`config.mk`:
```
export PLATFORM = sky130hd
export DESIGN_NAME = trade_decider
export DESIGN_NICKNAME = d
export VERILOG_FILES = /design/src/rtl/trade_decider.sv
export SDC_FILE = /design/constraint.sdc
export NUM_CORES = 1
export LEC_CHECK = 0
export CORE_MARGIN = 2
export CORE_UTILIZATION = 54
export CTS_BUF_LIST = sky130_fd_sc_hd__clkbuf_4
export DETAILED_ROUTE_END_ITERATION = 8
export PLACE_DENSITY = 0.92
export SLEW_MARGIN = 0
export SYNTH_ARGS = -nofsm -noshare
export SYNTH_HDL_FRONTEND = slang
export SYNTH_SLANG_ARGS = --single-unit
export TNS_END_PERCENT = 1
```
`constraint.sdc`:
```
create_clock -name clk -period 4.9 [get_ports clk]
set_clock_uncertainty 0.1 [all_clocks]
set_input_delay 0.49 -clock clk [delete_from_list [all_inputs] [get_ports clk]]
set_output_delay 0.49 -clock clk [all_outputs]
set_load 0.05 [all_outputs]
```
`src/rtl/trade_decider.sv`:
```
// -----------------------------------------------------------------------------
// trade_decider
//
// Scores one parsed market record at a time, decides BUY / SELL / HOLD /
// REJECT for the selected stock, tracks a per-stock holding flag and emits a
// two-byte response to a UART transmitter through a valid/ready handshake.
//
// Ports:
//   clk         single clock, all state changes on the rising edge
//   rst         asynchronous, active-high reset
//   data_ready  one-cycle pulse marking a valid record on stock/features
//   stock       one-hot stock select, bit i = stock index i+1
//   features    [7:0] company, [15:8] four, [23:16] profit, [31:24] twitter,
//               [39:32] moving, [43:40] cmd, [47:44] ignored
//   tx_valid    response byte available on tx_byte
//   tx_byte     response byte (byte0 = {decision, 2'b00, index}, byte1 = score[10:3])
//   tx_ready    transmitter accepts tx_byte when tx_valid && tx_ready
//   busy        high whenever the FSM is not in IDLE
//   position    per-stock holding flags, same bit order as stock
//   drop_cnt    records dropped while busy (saturates at 255)
//
// Build option:
//   TRADE_DECIDER_DROP_CNT_EN  when defined, drop_cnt counts dropped records;
//                              when undefined, no counter is built and
//                              drop_cnt is tied to 0.
//
// SELL_THRESH must be strictly below BUY_THRESH.
// -----------------------------------------------------------------------------
module trade_decider #(
    parameter logic [10:0] BUY_THRESH  = 11'd900,
    parameter logic [10:0] SELL_THRESH = 11'd400
) (
    input  logic        clk,
    input  logic        rst,
    input  logic        data_ready,
    input  logic [10:0] stock,
    input  logic [47:0] features,
    output logic        tx_valid,
    output logic [7:0]  tx_byte,
    input  logic        tx_ready,
    output logic        busy,
    output logic [10:0] position,
    output logic [7:0]  drop_cnt
);

    localparam logic [2:0] S_IDLE   = 3'd0;
    localparam logic [2:0] S_SCORE  = 3'd1;
    localparam logic [2:0] S_DECIDE = 3'd2;
    localparam logic [2:0] S_SEND0  = 3'd3;
    localparam logic [2:0] S_SEND1  = 3'd4;

    localparam logic [1:0] DEC_HOLD   = 2'b00;
    localparam logic [1:0] DEC_BUY    = 2'b01;
    localparam logic [1:0] DEC_SELL   = 2'b10;
    localparam logic [1:0] DEC_REJECT = 2'b11;

    logic [2:0]  state;
    logic [10:0] stock_q;
    logic [43:0] feat_q;
    logic [10:0] score_q;

    // Upper nibble of the record carries nothing for this block.
    logic unused_bits;
    assign unused_bits = ^features[47:44];

    // Field views of the latched record.
    logic [7:0] company, four, profit, twitter, moving;
    logic [3:0] cmd;
    assign company = feat_q[7:0];
    assign four    = feat_q[15:8];
    assign profit  = feat_q[23:16];
    assign twitter = feat_q[31:24];
    assign moving  = feat_q[39:32];
    assign cmd     = feat_q[43:40];

    // Worst case 255*6 = 1530 fits in 11 bits, so no carry is lost.
    logic [10:0] score_sum;
    assign score_sum = {3'b000, company} + {3'b000, four} + {2'b00, profit, 1'b0}
                     + {3'b000, twitter} + {3'b000, moving};

    assign busy = (state != S_IDLE);

    // Decision logic, evaluated from latched stock and registered score.
    logic        is_onehot;
    logic        held;
    logic [1:0]  decision;
    logic [3:0]  stock_idx;
    logic [10:0] pos_next;

    always_comb begin
        // NOTE: every output of this block gets a default first so no path
        // leaves a value unassigned; that is what keeps it free of latches.
        decision  = DEC_HOLD;
        stock_idx = 4'd0;
        pos_next  = position;
        // x & (x-1) clears the lowest set bit; zero result means at most one bit.
        is_onehot = (stock_q != 11'd0) && ((stock_q & (stock_q - 11'd1)) == 11'd0);
        held      = |(position & stock_q);

        if (!is_onehot) begin
            decision = DEC_REJECT;
        end else begin
            for (int i = 0; i < 11; i++) begin
                if (stock_q[i]) stock_idx = 4'(i + 1);
            end

            case (cmd)
                4'd1: decision = DEC_BUY;
                4'd2: decision = DEC_SELL;
                4'd3: begin
                    decision = DEC_HOLD;
                    pos_next = position & ~stock_q;
                end
                default: begin
                    if (score_q >= BUY_THRESH)       decision = DEC_BUY;
                    else if (score_q <= SELL_THRESH) decision = DEC_SELL;
                    else                             decision = DEC_HOLD;
                end
            endcase

            // Cannot buy what is already held, nor sell what is not held;
            // applies equally to forced commands.
            if (decision == DEC_BUY && held)   decision = DEC_HOLD;
            if (decision == DEC_SELL && !held) decision = DEC_HOLD;

            if (decision == DEC_BUY)       pos_next = position | stock_q;
            else if (decision == DEC_SELL) pos_next = position & ~stock_q;
        end
    end

    // NOTE: sequential state is written with non-blocking assignments so all
    // registers update together from pre-edge values.
    always_ff @(posedge clk or posedge rst) begin
        if (rst) begin
            state    <= S_IDLE;
            stock_q  <= '0;
            feat_q   <= '0;
            score_q  <= '0;
            position <= '0;
            tx_valid <= 1'b0;
            tx_byte  <= '0;
        end else begin
            case (state)
                S_IDLE: begin
                    if (data_ready) begin
                        stock_q <= stock;
                        feat_q  <= features[43:0];
                        state   <= S_SCORE;
                    end
                end
                S_SCORE: begin
                    score_q <= score_sum;
                    state   <= S_DECIDE;
                end
                S_DECIDE: begin
                    position <= pos_next;
                    tx_byte  <= {decision, 2'b00, stock_idx};
                    tx_valid <= 1'b1;
                    state    <= S_SEND0;
                end
                S_SEND0: begin
                    if (tx_ready) begin
                        tx_byte <= score_q[10:3];
                        state   <= S_SEND1;
                    end
                end
                S_SEND1: begin
                    if (tx_ready) begin
                        tx_valid <= 1'b0;
                        state    <= S_IDLE;
                    end
                end
                default: begin
                    tx_valid <= 1'b0;
                    state    <= S_IDLE;
                end
            endcase
        end
    end

`ifdef TRADE_DECIDER_DROP_CNT_EN
    // A pulse seen outside IDLE (including the edge that finishes SEND1) is lost.
    always_ff @(posedge clk or posedge rst) begin
        if (rst) begin
            drop_cnt <= '0;
        end else if (data_ready && busy && drop_cnt != 8'hFF) begin
            drop_cnt <= drop_cnt + 8'd1;
        end
    end
`else
    assign drop_cnt = 8'd0;
`endif

endmodule

```
Yosys cells after proc, flatten, opt, wreduce, memory -nomap -nowiden
Cells that the tools add are included.
{ "word_totals": {"inputBits": 63, "ff_bits": 89, "out_inout_bits": 29, "word_cells": 83} }
{ "classes": {"muxes": 32, "n_bitwise": 6, "eq_ne": 14, "addsub": 5, "order_cmp": 2, "reduce_logical": 17} }
{ "ops": {"columns": ["cell", "n"], "rows": [
  ["4-bit 2-to-1 mux", 11],
  ["11-bit AND", 3],
  ["11-bit 2-to-1 mux", 3],
  ["2-bit 2-to-1 mux", 8],
  ["8-bit case mux with 2 select lines", 1],
  ["3-bit case mux with 5 select lines", 1],
  ["10-bit by 8-bit adder with 11-bit output", 1],
  ["11-bit by 8-bit adder with 11-bit output", 1],
  ["11-bit by 10-bit greater-or-equal comparator with 1-bit output, second input constant", 1],
  ["11-bit by 9-bit less-or-equal comparator with 1-bit output, second input constant", 1],
  ["11-bit zero test", 1],
  ["11-bit inverter", 1],
  ["11-bit OR", 1],
  ["11-bit nonzero test", 1],
  ["11-bit OR reduction", 1],
  ["11-bit by 1-bit subtractor with 11-bit output, second input constant", 1],
  ["9-bit by 9-bit adder with 10-bit output", 1],
  ["8-bit by 8-bit adder with 9-bit output", 1],
  ["3-bit 2-to-1 mux", 3],
  ["4-bit by 2-bit == test with 1-bit output, second input constant", 2],
  ["8-bit 2-to-1 mux", 1],
  ["3-bit by 2-bit == test with 1-bit output, second input constant", 2],
  ["2-bit != test, second input constant", 3],
  ["2-bit case mux with 3 select lines", 1],
  ["other kinds (16)", 25]
]} }

Longest topological paths before layout
{ "logic_depth": {"ltp_word": 16, "mapped_depth": 15, "ltp_nobuf": 15} }

Worst setup path after synthesis
OpenSTA, ideal clock, no wires.
{ "synth_path": {"kind": "reg2reg", "from": "reg feat_q[2]", "to": "reg score_q[10]", "t_required_ps": 4664, "stages_incl_launch_ff": 16, "path_buffers": 0, "setup_ps": 136, "slack_ps": 1283, "t_arrival_ps": 3382, "period_less_slack_ps": 3617, "path_cell_list": "dfrtp_1 -> inv_1 -> fa_1 -> inv_1 -> fa_1 -> inv_1 -> fa_1 -> inv_1 -> ha_1 -> fa_1 -> a21oi_1 -> o21bai_1 -> a211oi_1 -> o21bai_1 -> a21oi_1 -> o21ai_0"} }
{ "synth_via": {"elab_chain_cells": 4} }
{ "synth_rtl": {"columns": ["element", "line_no", "text"], "rows": [
  ["from (decl)", "59", "logic [43:0] feat_q;"],
  ["from (signal assigned)", "147", "feat_q <= features[43:0];"],
  ["8-bit by 8-bit adder with 9-bit output", "78", "assign score_sum = {3'b000, company} + {3'b000, four} + {2'b00, profit, 1'b0}"],
  ["9-bit by 9-bit adder with 10-bit output", "78", null],
  ["10-bit by 8-bit adder with 11-bit output", "79", "+ {3'b000, twitter} + {3'b000, moving};"],
  ["11-bit by 8-bit adder with 11-bit output", "79", null],
  ["to (signal assigned)", "152", "score_q <= score_sum;"],
  ["to (decl)", "60", "logic [10:0] score_q;"]
]} }
Every way passes these cells.
A chain may end at the register's enable or synchronous reset.

Final worst setup path
Ends and elaborated chain as after synthesis.

==> results.txt <==
The quantity of I/O buffers inserted on ports came out at 79. Of the cells placed in the final design, the portion with a size suffix greater than 1 is 0.118. The weighted congestion at the end of routability-driven global placement is between 0.9 and 1. For this run, the leading register cell type out of synthesis is dfrtp_1. The slew at the pin closest to its max-slew limit is between 900 and 1000 ps.

Among all cell types in the netlist, the one instantiated most often is dfrtp_1. The headroom to the max-slew limit is 0.386. Ranked by instance count, the synthesized netlist is headed by dfrtp_1, inv_1, o21ai_0. The first-pass iteration count of the detailed router came out at 4. The cell type contributing the most total cell area after synthesis is dfrtp_1. The first-pass GRT wire length is approximately 17 mm. The largest net degree at the start of global routing came out at between 50 and 60. The slowest stage of the critical path is the fa_1 cell. The critical path goes through inv_1 > fa_1 > inv_1 > fa_1 > inv_1 > fa_1 > inv_1 > ha_1 > fa_1 > a21oi_1 > o21bai_1 > a211oi_1 > o21bai_1 > a21oi_1 > o21ai_0. The leftover overflow at the end of global routing came out at 0. The final wirelength is between 10 and 15 mm. The final worst-path cycle share is 0.795. The critical path start-end classification is reg2reg. The number of post-CTS setup repair buffers came out at 0. The number of antenna violations at the first check in global routing came out at 0. The sequential area share after synthesis is 0.457.

The final net count is between 600 and 700. In this run, synthesis produced a sequential element count of between 80 and 90. The number of max-slew violations in the final report is 0. For the worst flop-to-flop path, the logic depth is 15. The delay of the slowest cell on the worst path is between 500 and 600 ps.

The area growth from synthesis to layout is 20.7%. The data arrival time of the critical path came out at between 4000 and 5000 ps. Counting both buffers and inverters, the worst setup path holds a total of 4. The overall die height came out at slightly below 100 um. The maximum achievable frequency came out at about 260 MHz. The HPWL reported at the end of detailed placement is between 7 and 8 mm. The post-cts sizing count is 0. The via count of the first global-routing pass came out at roughly 3,800. In this run the core area contains 34 standard-cell rows.

The Yosys warning count is 0. The die area came out at approximately 0.0098 sq mm. The number of clock sinks came out at 89.

The synthesized netlist cell count is 476. The worst register-to-register path begins at feat_q[2]. The tree is rooted in a clkbuf_4. The critical path launch point type is a flop. The number of primary I/O pins is ~90. The critical path required time is 5100 ps.

The clock input transition at the sequential cells of the worst setup and hold paths is 140 ps. The class of the worst hold path is in2async. The maximum fanout along the worst path came out at 3. The share of synthesized registers carrying an async set or reset came out at 1.00. The starting density of the core came out at 0.559. Setup slack on the worst reg-to-reg path comes out at about 1000 ps. The residual antenna-violating net count after detailed routing is 0. The cell area after synthesis is between 0.004 and 0.005 sq mm. Measured along the x axis, the die boundary spans 99.0 um.

The most critical setup path has its startpoint at feat_q[2]. The area share of the largest cell type after synthesis came out at 0.457. The global routing usage summed across all routing layers is 0.216. The quantity of hold-fixing buffers added after cts came out at 0. The shortest clock period the worst path allows after layout came out at between 3000 and 4000 ps. The worst-case clock buffer depth is 2. The cell class contributing the biggest share of worst-path delay is adder cells. The aggregate negative setup slack came out at 0 ps. The H-tree depth reported by CTS is 3. Across the run, the number of max-cap violations was 0. The detail-routed net length per standard cell is ~15 um. The total number of cells along the worst setup path is 15. Counting flops with a built-in enable in the synthesized netlist gives 0.

The total setup violations reported at the end of the flow is 0. By area the synthesized netlist is led by dfrtp_1, fa_1, mux2_2. Setup repair after global routing left no endpoint under its margin.

The repair_antennas step left the layout with diodes totalling 0. The number of endpoints with negative hold slack in the final report came to 0. The starting DRC count in detailed routing is between 150 and 200. Summing over every cut layer, the via total after detailed routing is about 3,700. In the routed design, unresolved DRC markers number 0. The area of the core region is between 0.008 and 0.009 sq mm.

Clock latency on the worst-skew pair, taken at its later pin, is 440 ps. Buffers inserted during clock tree synthesis total 9. Averaged over all synthesized cells, the footprint is 10.2 sq um.

The synthesized netlist contains 52 unique library cells. The flow ran to the end, and the final reports show no timing, DRC or antenna violations. The TritonCTS clock tree is yes. The ratio of routed vias to standard cells came out at 5.66.

The capturing element type of the critical path is a flop.
[routing by layer]
layer	wire (um)	vias up	GRT usage
met5	0	-	0
met4	122	0	0.0569
met3	676	17	0.0504
met2	5180	149	0.381
met1	4110	1819	0.267
li1	-	1748	-
[cell type report]
| type | instances | area, sq um |
|---|---|---|
| timing repair buffer | 81 | 818 |
| tap | 108 | 135 |
| fill | 703 | 2840 |
| inverter | 71 | 268 |
| clock buffer | 9 | 67.6 |
| sequential | 89 | 2230 |
| clock inverter | 7 | 100 |
| multi-input combinational | 294 | 2260 |
[worst reg2reg max path, delay by kind of cell (launching register included)]
kind	cells	cell delay [ps]
AOI/OAI and AO/OA	6	940
adders and majority gates	5	2150
buffers and inverters	4	200
DFF	1	350
[cell families (layout without fill, tap and decap cells)]
family | count (synthesis) | after routing | share of synthesized area
XOR/XNOR | 5 | 5 | 0.00899
other | 1 | 8 | 0.000770
buffers and inverters | 100 | 168 | 0.0855
flip-flops | 89 | 89 | 0.457
multiplexers | 27 | 27 | 0.0624
adder cells (fa/ha/maj) | 35 | 35 | 0.127
AO/OA/AOI/OAI | 122 | 122 | 0.163
AND/OR/NAND/NOR | 97 | 97 | 0.0948
[per-stage QoR]
stage	utilization	hold WS, ps	std cells	worst slack (ps)	cell area (sq um)
after floorplan	-	371	483	1280	4900
after global placement	0.655	394	643	1120	5710
after detailed placement	0.655	400	643	1010	5710
after CTS	0.674	337	659	965	5880
after global routing	0.674	357	659	706	5880
final	0.674	321	659	1000	5880
[worst paths after layout]
path | end
worst max-delay path | score_q[10]
worst min-delay path | feat_q[24]
worst max register to register | score_q[10]
worst min register to register | score_q[2]
max in group asynchronous | state[2]
min in group clk | score_q[2]
[layout by cell type, fill, tap and decap left out, drive strengths merged, types with 2 or more instances in the layout]
cell and n:
a22oi 8, o31ai 2, clkbuf 9, or4 3
or3 3, buf 2, conb 8, inv 73
nor2 11, nor3 7, a22o 3, mux2 27
o21bai 3, bufinv 2, o41ai 11, xnor2 4
clkinv 3, ha 11, nand4 2, fa 24
o21ai 65, clkdlybuf4s50 79, dfrtp 89, a31oi 2
nand2 48, a21oi 13, nand3 15, a21o 2
Power is not shown: default switching activity piles up to over one toggle a cycle in this logic, so the estimate is an artifact.
==> edit (same settings) <==
Add a define of `TRADE_DECIDER_DROP_CNT_EN`.
--- a/src/rtl/trade_decider.sv
+++ b/src/rtl/trade_decider.sv
@@ -28,2 +28,4 @@
 // -----------------------------------------------------------------------------
+`define TRADE_DECIDER_DROP_CNT_EN
+
 module trade_decider #(
Function: changed (Yosys sat finds a counterexample within 4 cycles, from zero or initial values and one cycle with rst high).
==> edit against the original RTL <==
Routed wire length increased by 3.5%. Die area increased by 8.0%. Cell area is 6.6% higher. Highest routed layer unchanged. Critical path depth unchanged. Area after synthesis is 8.3% higher. Setup slack improved by 0.076 ns. Non-clock buffer count rose by 10. Sequential cell count is 8 higher.
Power is not shown: default switching activity piles up to over one toggle a cycle in this logic, so the estimate is an artifact.
==> edit: results (changes against the original RTL) <==
* Status: finished, final reports clean (unchanged)
* Worst-Margin Slew at 0.977 ns (was 0.919 ns)
* CP Launch Point: feat_q[2]$_DFFE_PP0P_ (unchanged)
* Drt first pass iters at 5 (was 4)
* Final wirelength at 10.4 mm (was 10.1 mm)
* Dpl ws at 1.06 ns (was 1.01 ns)
* Routed via count at 3872 (was 3733)
* Synth area leaders: dfrtp_1, fa_1, mux2_2, inv_1, o21ai_0 (was dfrtp_1, fa_1, mux2_2, o21ai_0, inv_1)
* First-pass GRT wire length at 17.6 mm (was 17.0 mm)
* Worst Path Arrival at 4.04 ns (was 4.09 ns)
* Seq/Total Area, Yosys at 0.460 (was 0.457)
* HPWL after DPL at 7.69 mm (was 7.64 mm)
* Post-CTS Setup Repair Bufs at 0 (unchanged)
* Synth top cells by count: dfrtp_1, inv_1, o21ai_0, nand2_1, mux2_2 (unchanged)
* GP Congestion at 0.842 (was 0.931)
* Placed cells at 687 (was 643)
* Ratio of cells with drive above 1 in the final layout at 0.108 (was 0.118)
* Fillers at 777 (was 703)
* Final worst slack at 1.08 ns (was 1.00 ns)
* Largest net degree at the start of global routing at 61 (was 53)
* DR iter-0 viols at 151 (was 191)
* DR WL/cell at 14.9 um (was 15.3 um)
* Final #Nets at 664 (was 644)
* CP Max Fanout at 3 (unchanged)
* Synthesized area per cell at 10.8 um2 (was 10.2 um2)
* Async SR Flop Fraction at 1.00 (unchanged)
* Number of global-route vias before repair at 3846 (was 3823)
* GRT Total Usage at 0.215 (was 0.216)
## edit: cell types whose count changed in the layout (fill, tap and decap cells not counted), sizes merged, moves of 6 or more
cell / delta
o21ai: -19
a32o: +10
nand3: -10
o41ai: -9
clkdlybuf4s50: +8
conb: -8
dfrtp: +8
or3b: +8
nand2: -6
## edit: logic make-up (layout without fill, tap and decap cells)
kind of cell	Yosys count	after routing	share of synthesized area
flip-flops	97	97	0.460
buffers and inverters	98	176	0.0854
multiplexers	33	33	0.0702
XOR/XNOR	11	11	0.0183
AND/OR/NAND/NOR	106	106	0.111
adder cells (fa/ha/maj)	36	36	0.120
AO/OA/AOI/OAI	108	108	0.136
## edit: worst max-delay path, stage by stage (launching register included)
cell	delay [ns]
dfrtp_1	0.34
inv_1	0.06
fa_1	0.53
inv_1	0.05
fa_1	0.49
inv_1	0.05
fa_1	0.49
inv_1	0.04
ha_1	0.21
fa_1	0.40
a21oi_1	0.14
o21bai_1	0.12
a211oi_1	0.33
o21bai_1	0.12
a21oi_1	0.14
o21ai_0	0.08
## edit: final cells by class
type	count	area share
tap	133	0.0266
inverter	72	0.0435
multi-input combinational	294	0.384
timing repair buffer	91	0.144
clock inverter	2	0.00140
sequential	97	0.387
clock buffer	11	0.0132
## edit: per-stage QoR
step / hold slack, ns / utilization / instance area [um2]
after global routing: 0.429 / 0.650 / 6260
after global placement: 0.369 / 0.640 / 6170
after detailed placement: 0.387 / 0.640 / 6170
final: 0.396 / 0.650 / 6260
after CTS: 0.406 / 0.650 / 6260
after floorplan: 0.374 / - / 5280
## edit: metal layers
metal | vias up | track usage | share of wire
li1 | 1813 | - | -
met1 | 1909 | 0.283 | 0.42
met2 | 133 | 0.361 | 0.50
met3 | 17 | 0.0427 | 0.060
met4 | 0 | 0.0749 | 0.015
met5 | - | 0 | 0
